`config.mk`:
```
export PLATFORM = sky130hd
export DESIGN_NAME = tcu_drl_issue_seq
export DESIGN_NICKNAME = d
export VERILOG_FILES = /design/src/rtl/tcu_drl_issue_seq.sv
export SDC_FILE = /design/constraint.sdc
export NUM_CORES = 1
export LEC_CHECK = 0
export ABC_AREA = 1
export CORE_MARGIN = 1.5
export CORE_UTILIZATION = 40
export DETAILED_ROUTE_END_ITERATION = 8
export PLACE_DENSITY = 0.91
export SLEW_MARGIN = 20
export SYNTH_ARGS = -nofsm -noshare
export SYNTH_HDL_FRONTEND = slang
export SYNTH_SLANG_ARGS = --single-unit
```
`constraint.sdc`:
```
create_clock -name clk -period 4.1 [get_ports clk]
set_input_delay 1.23 -clock clk [delete_from_list [all_inputs] [get_ports clk]]
set_output_delay 1.23 -clock clk [all_outputs]
set_load 0.01 [all_outputs]
```
`src/rtl/tcu_drl_issue_seq.sv`:
```
// rtl/tcu_drl_issue_seq.sv - FEDP job issue sequencer with operand pacing and accumulator credits
module tcu_drl_issue_seq #(
    parameter int K_W     = 4,
    parameter int CREDITS = 4,
    parameter int MASK_W  = 8,
    parameter int ID_W    = 32
) (
    input  logic              clk,
    input  logic              reset,
    input  logic              req_valid,
    output logic              req_ready,
    input  logic [3:0]        req_fmt,
    input  logic [ID_W-1:0]   req_id,
    input  logic [MASK_W-1:0] req_mask,
    input  logic [K_W-1:0]    req_steps,
    input  logic              op_valid,
    output logic              op_ready,
    output logic              dp_valid,
    output logic [3:0]        dp_fmt,
    output logic [ID_W-1:0]   dp_id,
    output logic [MASK_W-1:0] dp_mask,
    output logic [K_W-1:0]    dp_step,
    output logic              dp_first,
    output logic              dp_last,
    input  logic              cr_ret,
    input  logic              flush,
    output logic              done_valid,
    output logic [ID_W-1:0]   done_id,
    output logic              done_flushed,
    output logic              busy,
    output logic              err_credit
);

    localparam int CW = $clog2(CREDITS + 1);
    localparam logic [CW-1:0] CRED_FULL = CW'(CREDITS);

    typedef enum logic [1:0] {S_IDLE, S_ISSUE, S_DRAIN} state_t;

    state_t              state;
    state_t              state_nxt;
    logic [K_W-1:0]      step;
    logic [K_W-1:0]      steps_q;
    logic [3:0]          fmt_q;
    logic [ID_W-1:0]     id_q;
    logic [MASK_W-1:0]   mask_q;
    logic [CW-1:0]       credits;
    logic                flushed;
    logic                fire;
    logic                cred_full;
    logic                last_step;

    assign cred_full = (credits == CRED_FULL);
    assign last_step = (step == steps_q);

    assign dp_valid     = fire;
    assign op_ready     = fire;
    assign dp_fmt       = fmt_q;
    assign dp_id        = id_q;
    assign dp_mask      = mask_q;
    assign dp_step      = step;
    assign dp_first     = (step == '0);
    assign dp_last      = last_step;
    assign done_id      = id_q;
    assign done_flushed = done_valid & flushed;

    // State register
    always_ff @(posedge clk or posedge reset) begin
        if (reset) begin
            state <= S_IDLE;
        end else begin
            state <= state_nxt;
        end
    end

    // Next-state: flush wins over a pending last beat; drain waits for every credit to come home
    always_comb begin
        state_nxt = state;
        case (state)
            S_IDLE:  if (req_valid) state_nxt = S_ISSUE;
            S_ISSUE: begin
                if (flush) begin
                    state_nxt = S_DRAIN;
                end else if (fire && last_step) begin
                    state_nxt = S_DRAIN;
                end
            end
            S_DRAIN: if (cred_full) state_nxt = S_IDLE;
            default: state_nxt = S_IDLE;
        endcase
    end

    // Outputs: a beat fires only in ISSUE with operands present, a free credit and no flush
    always_comb begin
        req_ready  = 1'b0;
        busy       = 1'b0;
        fire       = 1'b0;
        done_valid = 1'b0;
        case (state)
            S_IDLE:  req_ready = 1'b1;
            S_ISSUE: begin
                busy = 1'b1;
                fire = op_valid && (credits != '0) && !flush;
            end
            S_DRAIN: begin
                busy       = 1'b1;
                done_valid = cred_full;
            end
            default: ;
        endcase
    end

    // Job fields, step index, flush marker, credit counter and sticky overflow flag
    always_ff @(posedge clk or posedge reset) begin
        if (reset) begin
            fmt_q      <= '0;
            id_q       <= '0;
            mask_q     <= '0;
            steps_q    <= '0;
            step       <= '0;
            flushed    <= 1'b0;
            credits    <= CRED_FULL;
            err_credit <= 1'b0;
        end else begin
            if (state == S_IDLE && req_valid) begin
                fmt_q   <= req_fmt;
                id_q    <= req_id;
                mask_q  <= req_mask;
                steps_q <= req_steps;
                step    <= '0;
                flushed <= 1'b0;
            end
            // The step index stays on the last step so it never wraps at 2^K_W
            if (fire && !last_step) begin
                step <= step + K_W'(1);
            end
            if (state == S_ISSUE && flush) begin
                flushed <= 1'b1;
            end
            if (fire && !cr_ret) begin
                credits <= credits - CW'(1);
            end else if (!fire && cr_ret && !cred_full) begin
                credits <= credits + CW'(1);
            end
            if (cr_ret && !fire && cred_full) begin
                err_credit <= 1'b1;
            end
        end
    end

endmodule

```
* Word level (Yosys, flattened, before mapping) *
Index checks and enable logic that the tools add are counted.

word-level totals
  word-level logic and storage cells = 58
  input port bits = 54
  bits in registers = 59
  output and inout port bits = 89

operators by class
  add/sub/neg operators = 3
  bitwise operators = 1
  equal/unequal tests = 7
  muxes and demuxes = 15
  reduce and logical (&&, ||, !) cells = 23

operators by type and width
  operator                                              number
  logical AND 1 bit                                     10
  2-to-1 mux 2 bit                                      4
  2-to-1 mux 4 bit                                      2
  2-to-1 mux 1 bit                                      6
  2-to-1 mux 3 bit                                      2
  case mux 2 bit (3 select lines)                       1
  nonzero test 2 bit                                    3
  logical NOT 1 bit                                     5
  adder 4 x 1 -> 4 bit (second input constant)          1
  equality test 4 bit                                   1
  logical NOT 4 bit                                     1
  inequality test 2 bit (second input constant)         2
  adder 3 x 1 -> 3 bit (second input constant)          1
  equality test 3 bit (second input constant)           1
  inequality test 3 bit (second input constant)         1
  AND reduction 3 bit                                   1
  nonzero test 3 bit                                    1
  subtractor 3 x 1 -> 3 bit (second input constant)     1
  equality test 2 x 1 -> 1 bit (second input constant)  1
  equality test 2 bit (second input constant)           1
  logical NOT 2 bit                                     1
  OR reduction 2 bit                                    1
  bitwise AND 1 bit                                     1

* Logic depth before layout (Yosys ltp) *
  word-level depth = 9
  mapped depth = 11
  depth with buffers taken out = 11

* Worst setup path after synthesis *
No wires, ideal clock.

  kind = in2out
  start = input port flush
  end = output port op_ready
  setup slack = 1.115 ns
  data arrival time = 1.755 ns
  buffers on the path = 1
  stages = 4
  data required time = 2.870 ns
  cells stage by stage = inv_1 nand3_2 a21oi_4 buf_4

on the way
  longest elaborated chain between the ends = 3

RTL lines
  what               line  RTL
  start, declared    26    input logic flush,
  logical NOT 1 bit  102   fire = op_valid && (credits != '0) && !flush;
  logical AND 1 bit  102
  2-to-1 mux 1 bit   98    case (state)
  end, declared      17    output logic op_ready,

Every way passes these cells.

* Final worst setup path *
  start = input port op_valid
  end = output port op_ready

on the way
  longest elaborated chain between the ends = 3

RTL lines
  what                             line  RTL
  start, declared                  16    input logic op_valid,
  logical AND 1 bit (2 in series)  102
  2-to-1 mux 1 bit                 98

Every way passes these cells.

==> flow_metrics.tcl <==
set metrics [dict create \
    r2r_slack_ns 2.02 \
    crit_fanout 7 \
    combPwrFrac 0.501 \
    p_leak_nw 2.09 \
    postCtsResizedCells 0 \
    cts.sinks 59 \
    crit_required_ns 2.87 \
    ys_async_sr_fraction 1.00 \
    crit_top_cell "clkdlybuf4s50_1" \
    startpoint_type "input pin" \
    syn_area_um2 2810 \
    drt_iter0_drc 51 \
    grt_pass1_vias 2431 \
    synthToLayoutAreaGrowth_pct 53.5 \
    holdCritStartpoint "err_credit" \
    initial_core_util 0.413 \
    path_buf_inv 2 \
    critPathMaxStageDelay_ns 0.58 \
    seq_area_um2 1480 \
    diodes 0 \
    grt_pass1_wl_um 11000 \
    wl_um 6870 \
    slew_headroom 0.391 \
    synth_edf_count 0 \
    multi_input_area_um2 951 \
    layout_common_cells "nand2_1, clkdlybuf4s50_1, dfrtp_1" \
    fmax_ghz 0.257 \
    synth.area.top_cells "dfrtp_1, nand2_1, buf_4" \
    cpMaxStageDelayCell "clkdlybuf4s50_1" \
    worstRegToRegCells 11 \
    ant_nets 0 \
    pwr-share-clk 0.185 \
    ys_warn_count 0 \
    skew_ns 0.00845 \
    p_switching_mw 1.19 \
    final-setup-viol-count 0 \
    hp-class "register to register" \
    worstPathArrival_ns 2.67 \
    whs_path_depth 1 \
    period_minus_slack_ns 3.90 \
    synthFlopType "dfrtp_1" \
    synth-seq-cells 59 \
    worstSkewPairLatency_ns 0.32 \
    hold_end "err_credit" \
    syn_avg_cell_area_um2 8.29 \
    wl_per_cell_um 12.4 \
    grt.total_usage 0.188 \
    synthesis.nets 399 \
    finalPower_mw 3.33 \
    synth_top_area_cell "dfrtp_1" \
    yosysUniqueCellTypes 24 \
    final_common_cell "nand2_1" \
    p_seq_frac 0.314 \
    worstSetupPathDepth 4 \
    place_congestion 0.762 \
    final_nets 512 \
    die_h_um 86.8 \
    pin_count 143 \
    hold_violations 0 \
    gr-total-overflow 0 \
    root_buffer "clkbuf_8" \
    antenna_found_initial 0 \
    dp_hpwl_um 5070 \
    fp.dieArea_um2 7530 \
    fillCellCount 586 \
    final_util 0.635 \
    synth-seq-area-share 0.526 \
    vias 2464 \
    numPortBuffers 142 \
    grt_max_degree 54 \
    core-area_um2 6790 \
    rsz0062_at_grt "false" \
    drt-pass1-iter-count 4 \
    p_per_area_nw_per_um2 773 \
    row_count 30 \
    drc 0 \
    cts_buffer_depth 2 \
    endpoint_kind "output pin" \
    cap_violations 0 \
    tightest_slew_ns 0.912 \
    crit_family "buffers and inverters" \
    syn-instance-count 339 \
    cts_tree "yes" \
    worst_r2r_startpoint "state[1]" \
    r2r_end "credits[2]" \
    hold_buffers 0 \
    worstPathCellList "clkdlybuf4s50_1, nand3_2, a21oi_4, clkdlybuf4s50_1" \
    startpoint "op_valid" \
    intPower_mw 2.15 \
    peakVddDrop_v 0.000431 \
    htree_levels 3 \
    die_w_um 86.8 \
    finalSetupTns_ns 0 \
    path_clk_slew_ns 0.06 \
    status "complete, no violations" \
    critPathKind "input pin to output pin" \
    swShare 0.356 \
    synth_top_cell_area_share 0.517 \
    drive_gt1_frac 0.0636 \
    maxSlewViolCount 0 \
    cts_setup_buffers 0 \
    viasPerCell 4.46 \
    min_period_over_period 0.951 \
    cts_buffers 9 \
]
==> worst max path at each step <==
stage	end	slack, ns
floorplan	op_ready	1.11
global route	op_ready	0.14
finish	op_ready	0.20
global placement	dp_valid	0.27
detailed placement	op_ready	0.21
CTS	op_ready	0.21
==> logic make-up after synthesis <==
logic type | count (synthesis) | synth area share
flops | 59 | 0.526
compound gates | 12 | 0.0290
xor+xnor | 3 | 0.00936
fa+ha+maj | 6 | 0.0294
buf+inv | 67 | 0.136
simple gates | 192 | 0.270
==> worst reg2reg max path: stages, from the launching register on <==
cell     delay (ns)
dfrtp_1        0.40
inv_1          0.08
ha_1           0.24
nand3_2        0.13
a21oi_4        0.23
nand2_2        0.12
fa_1           0.43
inv_1          0.09
nand4_1        0.11
nand3_1        0.09
nand2_1        0.05
inv_1          0.04
==> area by class of cell <==
class,count,area share
inverters,24,0.0209
clock inverters,6,0.0244
clock buffers,9,0.0287
well taps,96,0.0279
repair buffers,145,0.335
multi-input cells,213,0.221
flip-flops and latches,59,0.343
==> per-stage QoR <==
| step | hold slack [ns] | worst slack (ns) | area [um2] | std cells |
|---|---|---|---|---|
| 3_5_place_dp | 0.468 | 0.206 | 4080 | 537 |
| 4_1_cts | 0.487 | 0.209 | 4310 | 552 |
| 3_3_place_gp | 0.461 | 0.271 | 4080 | 537 |
| 2_1_floorplan | 0.467 | 1.11 | 2810 | 339 |
| 5_1_grt | 0.501 | 0.135 | 4310 | 552 |
| 6_report | 0.479 | 0.202 | 4310 | 552 |
==> power groups by stage <==
stage	logic, mW	clock network [mW]	registers [mW]
after global routing	1.84	0.661	1.08
after CTS	1.69	0.631	1.05
after detailed placement	1.69	0	1.05
final	1.67	0.616	1.05
after global placement	1.63	0	1.04
after floorplan	0.825	0	1.13
==> registers in the layout, summed over array words and instances (netlist names) <==
register	count
dp_fmt	4
err_credit	1
flushed	1
dp_mask	8
credits	3
state	2
steps_q	4
dp_step	4
done_id	32
==> per-layer routing <==
metal | vias to the layer above | GRT usage | part of all wire
met5 | - | 0 | 0
met1 | 1143 | 0.212 | 0.41
li1 | 1219 | - | -
met4 | 0 | 0.0689 | 0.0058
met2 | 98 | 0.335 | 0.51
met3 | 4 | 0.0524 | 0.071
==> cell usage after synthesis (2+ instances only) <==
cell type and count:
xor2_1 2, nand3_1 14, buf_2 6, dfrtp_1 58
inv_1 23, nand2_2 3, nor2_1 5, buf_4 33
o21ai_0 8, clkbuf_1 4, nand2_1 166, ha_1 5
(Power assumes the default switching activity.)
